==> config.mk <==
export PLATFORM = sky130hd
export DESIGN_NAME = ex_stage
export DESIGN_NICKNAME = d
export VERILOG_FILES = /design/src/rtl/ex_stage.sv
export SDC_FILE = /design/constraint.sdc
export NUM_CORES = 2
export LEC_CHECK = 0
export ABC_AREA = 1
export ABC_CLOCK_PERIOD_IN_PS = 6440
export BUFFER_PORTS_ARGS = -buffer_cell sky130_fd_sc_hd__buf_2
export CELL_PAD_IN_SITES_DETAIL_PLACEMENT = 0
export CELL_PAD_IN_SITES_GLOBAL_PLACEMENT = 1
export CORE_UTILIZATION = 35
export CTS_CLUSTER_SIZE = 8
export DETAILED_ROUTE_END_ITERATION = 8
export GPL_ROUTABILITY_DRIVEN = 1
export PLACE_DENSITY = 0.74
export REMOVE_ABC_BUFFERS = 1
export SKIP_LAST_GASP = 1
export SYNTH_ARGS = -nofsm -noshare
export SYNTH_HDL_FRONTEND = slang
export SYNTH_SLANG_ARGS = --single-unit
==> constraint.sdc <==
create_clock -name clk -period 6.44 [get_ports clk]
set_input_delay 0.644 -clock clk [delete_from_list [all_inputs] [get_ports clk]]
set_output_delay 0.644 -clock clk [all_outputs]
set_load 0.02 [all_outputs]
==> src/rtl/ex_stage.sv <==
// ex_stage: LoongArch EX stage with ALU, restoring divider, ALE check, data SRAM request.
// Ports: ID handshake + payload in, MEM handshake + payload out, data SRAM request out.

module alu (
   input  logic [11:0] alu_op,
   input  logic [31:0] alu_src1,
   input  logic [31:0] alu_src2,
   output logic [31:0] alu_result
);
   logic [31:0] add_r;
   logic [31:0] sub_r;
   logic [31:0] slt_r;
   logic [31:0] sltu_r;
   logic [31:0] and_r;
   logic [31:0] nor_r;
   logic [31:0] or_r;
   logic [31:0] xor_r;
   logic [31:0] sll_r;
   logic [31:0] srl_r;
   logic [31:0] sra_r;
   logic [31:0] lui_r;

   assign add_r  = alu_src1 + alu_src2;
   assign sub_r  = alu_src1 - alu_src2;
   assign slt_r  = {31'b0, $signed(alu_src1) < $signed(alu_src2)};
   assign sltu_r = {31'b0, alu_src1 < alu_src2};
   assign and_r  = alu_src1 & alu_src2;
   assign nor_r  = ~(alu_src1 | alu_src2);
   assign or_r   = alu_src1 | alu_src2;
   assign xor_r  = alu_src1 ^ alu_src2;
   assign sll_r  = alu_src1 << alu_src2[4:0];
   assign srl_r  = alu_src1 >> alu_src2[4:0];
   assign sra_r  = 32'($signed(alu_src1) >>> alu_src2[4:0]);
   assign lui_r  = alu_src2;

   // One-hot op: AND-OR mux so an all-zero op yields 0.
   assign alu_result =
        ({32{alu_op[0]}}  & add_r)
      | ({32{alu_op[1]}}  & sub_r)
      | ({32{alu_op[2]}}  & slt_r)
      | ({32{alu_op[3]}}  & sltu_r)
      | ({32{alu_op[4]}}  & and_r)
      | ({32{alu_op[5]}}  & nor_r)
      | ({32{alu_op[6]}}  & or_r)
      | ({32{alu_op[7]}}  & xor_r)
      | ({32{alu_op[8]}}  & sll_r)
      | ({32{alu_op[9]}}  & srl_r)
      | ({32{alu_op[10]}} & sra_r)
      | ({32{alu_op[11]}} & lui_r);
endmodule

module ex_stage #(
   parameter int DIV_ITERS = 32
) (
   input  logic        clk,
   input  logic        reset,
   input  logic        ds_to_es_valid,
   output logic        es_allowin,
   input  logic [31:0] ds_pc,
   input  logic [11:0] ds_alu_op,
   input  logic [31:0] ds_alu_src1,
   input  logic [31:0] ds_alu_src2,
   input  logic [3:0]  ds_div_op,
   input  logic [4:0]  ds_ld_inst,
   input  logic [2:0]  ds_st_op,
   input  logic [31:0] ds_rkd_value,
   input  logic        ds_rf_we,
   input  logic [4:0]  ds_rf_waddr,
   input  logic        ds_csr_re,
   input  logic [85:0] ds_ex_zip,
   input  logic        ms_allowin,
   input  logic        ms_ex,
   input  logic        wb_ex,
   output logic        es_to_ms_valid,
   output logic [31:0] es_pc,
   output logic [31:0] es_result,
   output logic [31:0] es_alu_result,
   output logic        es_res_from_mem,
   output logic        es_rf_we,
   output logic [4:0]  es_rf_waddr,
   output logic [4:0]  es_ld_inst,
   output logic        es_csr_re,
   output logic [85:0] es_ex_zip,
   output logic        data_sram_en,
   output logic [3:0]  data_sram_we,
   output logic [31:0] data_sram_addr,
   output logic [31:0] data_sram_wdata
);
   typedef enum logic [1:0] {
      IDLE,
      BUSY,
      DONE
   } div_st_e;

   localparam logic [4:0] LAST = 5'(DIV_ITERS - 1);

   logic        es_valid_q, es_valid_d;
   logic [31:0] pc_q, pc_d;
   logic [11:0] alu_op_q, alu_op_d;
   logic [31:0] src1_q, src1_d;
   logic [31:0] src2_q, src2_d;
   logic [3:0]  div_op_q, div_op_d;
   logic [4:0]  ld_q, ld_d;
   logic [2:0]  store_q, store_d;
   logic [31:0] rkd_q, rkd_d;
   logic        rf_we_q, rf_we_d;
   logic [4:0]  waddr_q, waddr_d;
   logic        csr_re_q, csr_re_d;
   logic [85:0] zip_q, zip_d;

   div_st_e     div_st_q, div_st_d;
   logic [31:0] rem_q, rem_d;
   logic [31:0] quo_q, quo_d;
   logic [31:0] dsor_q, dsor_d;
   logic [4:0]  cnt_q, cnt_d;
   logic        qneg_q, qneg_d;
   logic        rneg_q, rneg_d;

   logic [31:0] alu_res;
   logic [31:0] addr;
   logic        ale;
   logic        es_ex;
   logic        is_div;
   logic        is_load;
   logic        is_store;
   logic        signed_op;
   logic        s1_neg;
   logic        s2_neg;
   logic        ready_go;
   logic        hs_in;
   logic [32:0] rem_sh;
   logic        take;
   logic [31:0] q_out;
   logic [31:0] r_out;
   logic [3:0]  we_mask;
   logic [31:0] wdata;

   alu u_alu (
      .alu_op     (alu_op_q),
      .alu_src1   (src1_q),
      .alu_src2   (src2_q),
      .alu_result (alu_res)
   );

   assign addr     = alu_res;
   assign is_div   = |div_op_q;
   assign is_load  = |ld_q;
   assign is_store = |store_q;

   assign ale = ((ld_q[2] | ld_q[1] | store_q[1]) & addr[0])
              | ((ld_q[0] | store_q[0]) & (|addr[1:0]));

   assign es_ex_zip = {zip_q[85:1], zip_q[0] | ale};
   assign es_ex     = |es_ex_zip[6:0];

   // A faulting div never starts the divider, so it must not wait on it.
   assign ready_go = !is_div || es_ex || (div_st_q == DONE);

   assign es_allowin     = !es_valid_q || (ready_go && ms_allowin) || wb_ex;
   assign es_to_ms_valid = es_valid_q && ready_go && !wb_ex;
   assign hs_in          = ds_to_es_valid && es_allowin;

   always_comb begin
      es_valid_d = es_valid_q;
      pc_d       = pc_q;
      alu_op_d   = alu_op_q;
      src1_d     = src1_q;
      src2_d     = src2_q;
      div_op_d   = div_op_q;
      ld_d       = ld_q;
      store_d    = store_q;
      rkd_d      = rkd_q;
      rf_we_d    = rf_we_q;
      waddr_d    = waddr_q;
      csr_re_d   = csr_re_q;
      zip_d      = zip_q;
      if (hs_in) begin
         pc_d     = ds_pc;
         alu_op_d = ds_alu_op;
         src1_d   = ds_alu_src1;
         src2_d   = ds_alu_src2;
         div_op_d = ds_div_op;
         ld_d     = ds_ld_inst;
         store_d  = ds_st_op;
         rkd_d    = ds_rkd_value;
         rf_we_d  = ds_rf_we;
         waddr_d  = ds_rf_waddr;
         csr_re_d = ds_csr_re;
         zip_d    = ds_ex_zip;
      end
      if (wb_ex) begin
         es_valid_d = 1'b0;
      end else if (es_allowin) begin
         es_valid_d = ds_to_es_valid;
      end
   end

   assign signed_op = div_op_q[3] | div_op_q[2];
   assign s1_neg    = signed_op & src1_q[31];
   assign s2_neg    = signed_op & src2_q[31];

   // Restoring step: shift next dividend bit into the partial remainder.
   assign rem_sh = {rem_q, quo_q[31]};
   assign take   = rem_sh >= {1'b0, dsor_q};

   always_comb begin
      div_st_d = div_st_q;
      rem_d    = rem_q;
      quo_d    = quo_q;
      dsor_d   = dsor_q;
      cnt_d    = cnt_q;
      qneg_d   = qneg_q;
      rneg_d   = rneg_q;
      unique case (div_st_q)
         IDLE: begin
            if (es_valid_q && is_div && !es_ex) begin
               div_st_d = BUSY;
               rem_d    = '0;
               quo_d    = s1_neg ? -src1_q : src1_q;
               dsor_d   = s2_neg ? -src2_q : src2_q;
               cnt_d    = '0;
               qneg_d   = s1_neg ^ s2_neg;
               rneg_d   = s1_neg;
            end
         end
         BUSY: begin
            if (take) begin
               rem_d = 32'(rem_sh - {1'b0, dsor_q});
            end else begin
               rem_d = rem_sh[31:0];
            end
            quo_d = {quo_q[30:0], take};
            cnt_d = cnt_q + 5'd1;
            if (cnt_q == LAST) begin
               div_st_d = DONE;
            end
         end
         DONE: begin
            if (es_to_ms_valid && ms_allowin) begin
               div_st_d = IDLE;
            end
         end
         default: div_st_d = IDLE;
      endcase
      if (wb_ex) begin
         div_st_d = IDLE;
      end
   end

   // Zero divisor: all-ones quotient, raw dividend as remainder.
   always_comb begin
      q_out = qneg_q ? -quo_q : quo_q;
      r_out = rneg_q ? -rem_q : rem_q;
      if (dsor_q == '0) begin
         q_out = '1;
         r_out = src1_q;
      end
   end

   always_comb begin
      es_result = alu_res;
      if (div_op_q[3] | div_op_q[1]) begin
         es_result = q_out;
      end else if (div_op_q[2] | div_op_q[0]) begin
         es_result = r_out;
      end
   end

   always_comb begin
      we_mask = 4'b0000;
      wdata   = rkd_q;
      unique case (1'b1)
         store_q[2]: begin
            we_mask = 4'b0001 << addr[1:0];
            wdata   = {4{rkd_q[7:0]}};
         end
         store_q[1]: begin
            we_mask = 4'b0011 << {addr[1], 1'b0};
            wdata   = {2{rkd_q[15:0]}};
         end
         store_q[0]: begin
            we_mask = 4'b1111;
         end
         default: ;
      endcase
   end

   assign data_sram_en = es_valid_q && (is_load || is_store) && ms_allowin
                      && !es_ex && !ms_ex && !wb_ex;
   assign data_sram_we    = (data_sram_en && is_store) ? we_mask : 4'b0000;
   assign data_sram_addr  = {addr[31:2], 2'b00};
   assign data_sram_wdata = wdata;

   assign es_pc           = pc_q;
   assign es_alu_result   = alu_res;
   assign es_res_from_mem = is_load && !es_ex;
   assign es_rf_we        = rf_we_q && es_valid_q && !es_ex;
   assign es_rf_waddr     = waddr_q;
   assign es_ld_inst      = ld_q;
   assign es_csr_re       = csr_re_q;

   always_ff @(posedge clk) begin
      if (reset) begin
         es_valid_q <= 1'b0;
         pc_q       <= '0;
         alu_op_q   <= '0;
         src1_q     <= '0;
         src2_q     <= '0;
         div_op_q   <= '0;
         ld_q       <= '0;
         store_q    <= '0;
         rkd_q      <= '0;
         rf_we_q    <= 1'b0;
         waddr_q    <= '0;
         csr_re_q   <= 1'b0;
         zip_q      <= '0;
         div_st_q   <= IDLE;
         rem_q      <= '0;
         quo_q      <= '0;
         dsor_q     <= '0;
         cnt_q      <= '0;
         qneg_q     <= 1'b0;
         rneg_q     <= 1'b0;
      end else begin
         es_valid_q <= es_valid_d;
         pc_q       <= pc_d;
         alu_op_q   <= alu_op_d;
         src1_q     <= src1_d;
         src2_q     <= src2_d;
         div_op_q   <= div_op_d;
         ld_q       <= ld_d;
         store_q    <= store_d;
         rkd_q      <= rkd_d;
         rf_we_q    <= rf_we_d;
         waddr_q    <= waddr_d;
         csr_re_q   <= csr_re_d;
         zip_q      <= zip_d;
         div_st_q   <= div_st_d;
         rem_q      <= rem_d;
         quo_q      <= quo_d;
         dsor_q     <= dsor_d;
         cnt_q      <= cnt_d;
         qneg_q     <= qneg_d;
         rneg_q     <= rneg_d;
      end
   end
endmodule

Word level (Yosys, flattened, before mapping)
Index checks and enable logic that the tools add are counted.
{"block": "totals", "output_inout_bits": 266, "input_bits": 251, "word_cells": 142, "regBits": 351}
{"block": "op_classes", "n_bitwise": 40, "n_mux": 22, "n_addsub": 8, "eq_ne": 6, "n_lt_le_gt_ge": 3, "shifts": 5, "reduce_logical": 38}
{"operator": "32-bit OR", "n": 12}
{"operator": "32-bit bitwise AND", "n": 11}
{"operator": "32-bit two-way mux", "n": 11}
{"operator": "32-bit one-hot mux with 2 select lines", "n": 3}
{"operator": "32-bit negation", "n": 4}
{"operator": "32-bit by 1-bit bitwise AND with 32-bit output", "n": 2}
{"operator": "32-bit less-than comparator", "n": 2}
{"operator": "32-bit subtractor", "n": 2}
{"operator": "33-bit by 32-bit >= comparator with 1-bit output", "n": 1}
{"operator": "32-bit adder", "n": 1}
{"operator": "32-bit zero test", "n": 1}
{"operator": "32-bit NOT", "n": 1}
{"operator": "32-bit by 5-bit << shifter with 32-bit output", "n": 1}
{"operator": "32-bit by 5-bit right shift with 32-bit output", "n": 1}
{"operator": "32-bit by 5-bit >>> shifter with 32-bit output", "n": 1}
{"operator": "32-bit bitwise XOR", "n": 1}
{"operator": "1-bit logical AND", "n": 16}
{"operator": "4-bit one-hot mux with 3 select lines", "n": 1}
{"operator": "5-bit one-hot mux with 2 select lines", "n": 1}
{"operator": "1-bit OR", "n": 8}
{"operator": "7-bit OR reduction", "n": 1}
{"operator": "2-bit two-way mux", "n": 3}
{"operator": "2-bit one-hot mux with 3 select lines", "n": 1}
{"operator": "5-bit by 1-bit adder with 5-bit output (second input constant)", "n": 1}
{"operator": "other kinds (21)", "n": 35}

Logic depth before layout (Yosys ltp)
{"block": "logic_depth", "ltp_word": 25, "ltp_mapped": 28, "ltp_nobuf": 25}

Modules after synthesis
Synthesis repeated with hierarchy kept, for this count alone.
{"block": "hier_totals", "cells_unflattened": 5598, "area_unflattened_um2": 32303.5}
{"mod": "ex_stage", "area_each_um2": 21753.4, "cells_each": 3411, "n_inst": 1, "seq_area_each_um2": 7026.7}
{"mod": "alu", "area_each_um2": 10550.1, "cells_each": 2187, "n_inst": 1, "seq_area_each_um2": 0.0}

Worst setup path before layout
OpenSTA, ideal clock, no wires.
{"block": "synth_path", "path_kind": "reg2out", "start": "register src2_q[2]", "end": "output port data_sram_we[1]", "path_buffers": 3, "stages_incl_launch_ff": 25, "slack_ns": 2.127, "required_time_ns": 5.796, "arrival_time_ns": 3.669, "cell_sequence": "dfxtp_1 > inv_1 > clkbuf_1 > clkbuf_1 > buf_1 > ha_1 > inv_1 > nand3_1 > nand2_1 > nand2_1 > nand2_1 > nand2_1 > nand2_2 > nand2_1 > nand2_1 > nor2_1 > nor2_2 > nand2_2 > nand2_1 > nand2_1 > nor2_4 > nand3_1 > inv_1 > nand2_1 > a21oi_1"}
{"block": "synth_via", "elab_chain_len": 23, "word_cells_on_any_way": 35, "classes_between": "2 x order compare; 5 x shift; 2 x mux; 19 x bitwise; 7 x reduce/logical"}
{"element": "from (decl)", "line_no": "101", "rtl": "logic [31:0] src2_q, src2_d;"}
{"element": "from (signal assigned)", "line_no": "329", "rtl": "src2_q <= src2_d;"}
{"element": "32-bit less-than comparator", "line_no": "25", "rtl": "assign slt_r = {31'b0, $signed(alu_src1) < $signed(alu_src2)};"}
{"element": "32-bit by 1-bit bitwise AND with 32-bit output", "line_no": "40", "rtl": "| ({32{alu_op[2]}} & slt_r)"}
{"element": "32-bit OR", "line_no": "40"}
{"element": "32-bit OR", "line_no": "41", "rtl": "| ({32{alu_op[3]}} & sltu_r)"}
{"element": "32-bit OR", "line_no": "42", "rtl": "| ({32{alu_op[4]}} & and_r)"}
{"element": "32-bit OR", "line_no": "43", "rtl": "| ({32{alu_op[5]}} & nor_r)"}
{"element": "32-bit OR", "line_no": "44", "rtl": "| ({32{alu_op[6]}} & or_r)"}
{"element": "32-bit OR", "line_no": "45", "rtl": "| ({32{alu_op[7]}} & xor_r)"}
{"element": "(+4 left out)"}
{"element": "via es_alu_result[0]", "line_no": "77", "rtl": "output logic [31:0] es_alu_result,"}
{"element": "(+2 left out)"}
{"element": "1-bit OR *", "line_no": "151", "rtl": "| ((ld_q[0] | store_q[0]) & (|addr[1:0]));"}
{"element": "1-bit OR *", "line_no": "153", "rtl": "assign es_ex_zip = {zip_q[85:1], zip_q[0] | ale};"}
{"element": "7-bit OR reduction *", "line_no": "154", "rtl": "assign es_ex = |es_ex_zip[6:0];"}
{"element": "1-bit zero test *", "line_no": "289", "rtl": "&& !es_ex && !ms_ex && !wb_ex;"}
{"element": "1-bit logical AND * (3 in a row)", "line_no": "289"}
{"element": "via data_sram_en", "line_no": "84", "rtl": "output logic data_sram_en,"}
{"element": "1-bit logical AND *", "line_no": "290", "rtl": "assign data_sram_we = (data_sram_en && is_store) ? we_mask : 4'b0000;"}
{"element": "4-bit two-way mux *", "line_no": "290"}
{"element": "to (decl)", "line_no": "85", "rtl": "output logic [3:0] data_sram_we,"}
The timed path passes the listed nets; every way through them passes the cells marked *.

Final worst setup path
{"block": "layout_path", "start": "register src2_q[0]", "end": "output port es_result[23]"}
{"block": "layout_via", "elab_chain_len": 15, "word_cells_on_any_way": 23, "classes_between": "2 x add/sub; 3 x shift; 2 x mux; 16 x bitwise"}
{"element": "32-bit adder or 32-bit subtractor (tied branches)", "line_no": "23, 24"}
{"element": "32-bit bitwise AND (on tied branches)", "line_no": "38, 39"}
{"element": "32-bit OR", "line_no": "39", "rtl": "| ({32{alu_op[1]}} & sub_r)"}
{"element": "32-bit OR", "line_no": "40"}
{"element": "32-bit OR", "line_no": "41"}
{"element": "32-bit OR", "line_no": "42"}
{"element": "32-bit OR", "line_no": "43"}
{"element": "32-bit OR", "line_no": "44"}
{"element": "32-bit OR", "line_no": "45"}
{"element": "32-bit OR", "line_no": "46", "rtl": "| ({32{alu_op[8]}} & sll_r)"}
{"element": "32-bit OR", "line_no": "47", "rtl": "| ({32{alu_op[9]}} & srl_r)"}
{"element": "32-bit OR *", "line_no": "48", "rtl": "| ({32{alu_op[10]}} & sra_r)"}
{"element": "32-bit OR *", "line_no": "49", "rtl": "| ({32{alu_op[11]}} & lui_r);"}
{"element": "32-bit two-way mux *", "line_no": "264", "rtl": "end else if (div_op_q[2] | div_op_q[0]) begin"}
{"element": "32-bit two-way mux *", "line_no": "262", "rtl": "if (div_op_q[3] | div_op_q[1]) begin"}
{"element": "to (decl)", "line_no": "76", "rtl": "output logic [31:0] es_result,"}
Mark *: on every way between the ends. The rest lies on a longest branch, timed or not.

==> reports/qor.yml <==
yosys:
  synth_top_cell_area_share_pct: 22.57
  netlist_instances: 5228
  synth-main-ff-cell: "dfxtp_1"
  synth_edf_count: 0
  synth.most_common_cell: "nand2_1"
  yosys-top-cells-count: "nand2_1 (1000), nor2_1 (632), inv_1 (626)"
  synthesis.area_sq_um: 31140
  synth.area.top_cells: "dfxtp_1 (23%), nand2_1 (12%), a21oi_1 (9.5%)"
  synth-seq-cells: 351
  synthArstFlopShare_pct: 0
  ys_warn_count: 0
  avgSynthCellArea_sq_um: 5.956
  ys_seq_area_share_pct: 22.57
  synth_top_area_cell: "dfxtp_1"
  synthDistinctLibCells: 64
timing:
  worstMarginPinSlew_ns: 1.274
  max_freq_mhz: 180.9
  setup_viol: 0
  rsz0062_at_grt: "no"
  timing.final.crit_share_pct: 85.83
  holdWs_ns: 0.3230
  min_period_ns: 5.527
  slew_violations: 0
  fin_worst_skew_ns: 0.03773
  hold_viol_final: 0
  tns_ns: 0
  maxSlewHeadroom_pct: 14.74
global_route:
  first_global_vias: 34530
  grtUsageTotal_pct: 32.18
  globalRoute.totalOverflow: 0
  antenna_found_initial: 14
  grt_max_degree: 214
  grt_pass1_wl_mm: 221.5
power:
  leakage_nw: 17.37
  ir_worst_vdd_v: 0.0002027
  powerDensity_nw_per_um2: 236.1
clocking:
  clkLatencyLatePin_ns: 0.65
  cts_root_buf: "clkbuf_16"
  cts_hold_buf: 0
  cts_setup_buffers: 0
  post_cts_resized: 0
  cts_max_path_buffers: 3
  cts_made_buffers: 52
  ctsHtreeMaxLevel: 2
  clock_sinks: 351
  clk_pin_slew_ns: 0.05
  cts_tree: "built"
worst_setup_path:
  crit_type: "flop to output pin"
  critPathArrivalTime_ns: 4.88
  reg2reg_slack_ns: 1.13
  r2r_start: "src2_q[0]"
  r2r.worst_path.cells: 22
  worstPathRequired_ns: 5.80
  crit_start: "src2_q[0]"
  path_max_fanout: 28
  rr_endpoint: "src1_q[14]"
  startpoint_type: "flop"
  worstSetupEndpointType: "output pin"
floorplanning:
  rows: 109
  core_sq_um: 88240
  die_h_microns: 300.3
  die_x_microns: 300.3
  start_util_pct: 35.29
  ioPinCount: 517
  die-area_sq_um: 90170
routing:
  viasPerCell: 5.489
  routedWlPerCell_microns: 22.62
  drt_iter0_markers: 3418
  drt_pre_antenna_iters: 8
  postRouteAntennaNets: 0
  vias: 36330
  drc_errors: 0
  drt-total-wl_mm: 149.7
place:
  dp.final_hpwl_mm: 116.4
  io_buffers: 514
  postPlaceCellArea_sq_um: 33690
  gp_congestion: 1.063
run:
  max_cap_viol_count: 0
finish:
  drive_gt1_share_pct: 13.89
  n_fill_cell: 9880
  fin_area_sq_um: 35180
  finalNetCount: 5829
  area_delta_synth_final_pct: 12.99
run_status:
  outcome: "completed"
min_path:
  hold_path_depth: 5
  holdCritStartpoint: "ds_ex_zip[9]"
  hold_class: "input port to flop"
  hold_path_end: "zip_q[9]"
metrics by stage:
stage               total power [W]  utilization [%]  cells  worst slack, ns
floorplan                  0.004258                -   4774           -5.419
CTS                        0.008310            39.86   6616           0.9719
finish                     0.008308            39.87   6619           0.9126
detailed placement         0.005635            38.18   6551            1.377
global route               0.008683            39.87   6617           0.6997
global placement           0.005662            38.18   6551            1.300
cells by family (layout without fill, tap and decap cells):
group / count (synthesis) / count (layout) / synth area share (%)
simple gates: 2308 / 2308 / 31.50
compound gates: 1230 / 1230 / 22.12
buf+inv: 1101 / 1323 / 15.38
xor+xnor: 93 / 93 / 2.616
mux: 6 / 6 / 0.1929
fa+ha+maj: 138 / 138 / 5.617
other cells: 1 / 5 / 0.01204
flops: 351 / 351 / 22.57
registers in the layout (all words and copies together) (netlist names):
register,flops
zip_q,86
dsor_q,32
es_pc,32
quo_q,32
rem_q,32
rkd_q,32
src1_q,32
src2_q,32
alu_op_q,12
cnt_q,5
es_ld_inst,5
es_rf_waddr,5
div_op_q,4
store_q,3
div_st_q,2
es_csr_re,1
es_valid_q,1
qneg_q,1
rf_we_q,1
rneg_q,1
routing by layer:
layer | GRT usage, % | vias up | part of all wire, %
li1 | - | 17480 | -
met3 | 6.489 | 368 | 8.0
met2 | 51.61 | 1660 | 45
met4 | 17.07 | 10 | 5.9
met5 | 0 | - | 0.042
met1 | 40.47 | 16810 | 41
where the power goes:
part | total, W | switching (W) | internal, W
combinational | 0.00324 | 0.00232 | 0.000920
clock | 0.00265 | 0.00112 | 0.00153
sequential | 0.00242 | 0.000125 | 0.00229
total | 0.00831 | 0.00356 | 0.00475
worst max-delay path, stage by stage, from the launching register on:
cell	delay, ns
dfxtp_2	0.69
buf_4	0.50
o21ai_0	0.39
o21ai_0	0.53
nand2_1	0.08
o21ai_0	0.26
nor2_1	0.08
nor2_1	0.23
o21ai_0	0.12
a21oi_1	0.43
nand3_1	0.41
nand2_1	0.18
nand3_1	0.13
buf_2	0.19
worst max path at each step:
stage | slack (ns) | to | depth (start not counted)
floorplan | -5.42 | alu_op_q[0] | 22
global placement | 1.30 | src1_q[14] | 22
detailed placement | 1.38 | src1_q[14] | 22
CTS | 0.97 | es_result[22] | 19
global route | 0.70 | es_result[31] | 17
finish | 0.91 | es_result[23] | 13
area by class of cell:
cell class,count,area [sq um],area share (%)
multi-input combinational,3777,19370,55.07
sequential,351,7028,19.98
timing repair buffer,612,3393,9.645
inverter,646,2439,6.931
tap,1165,1458,4.143
clock buffer,57,1330,3.780
clock inverter,8,153.9,0.4374
antenna,3,7.507,0.02134
placed cells by master (no fill, tap or decap), drive strengths merged, types with 20 or more instances in the layout:
master  synthesis  final
or2            20     20
nand3         536    536
dfxtp         351    351
nand4          34     34
buf           283    612
nand2        1004   1004
a221oi         22     22
o221ai         26     26
clkbuf        172     57
a21oi         594    594
nor3           51     51
a31oi          32     32
o21ai         355    355
o211ai         53     53
nor2          637    637
xor2           75     75
inv           637    637
ha            135    135
o22ai          41     41
Power figures use the tool's default switching activity.
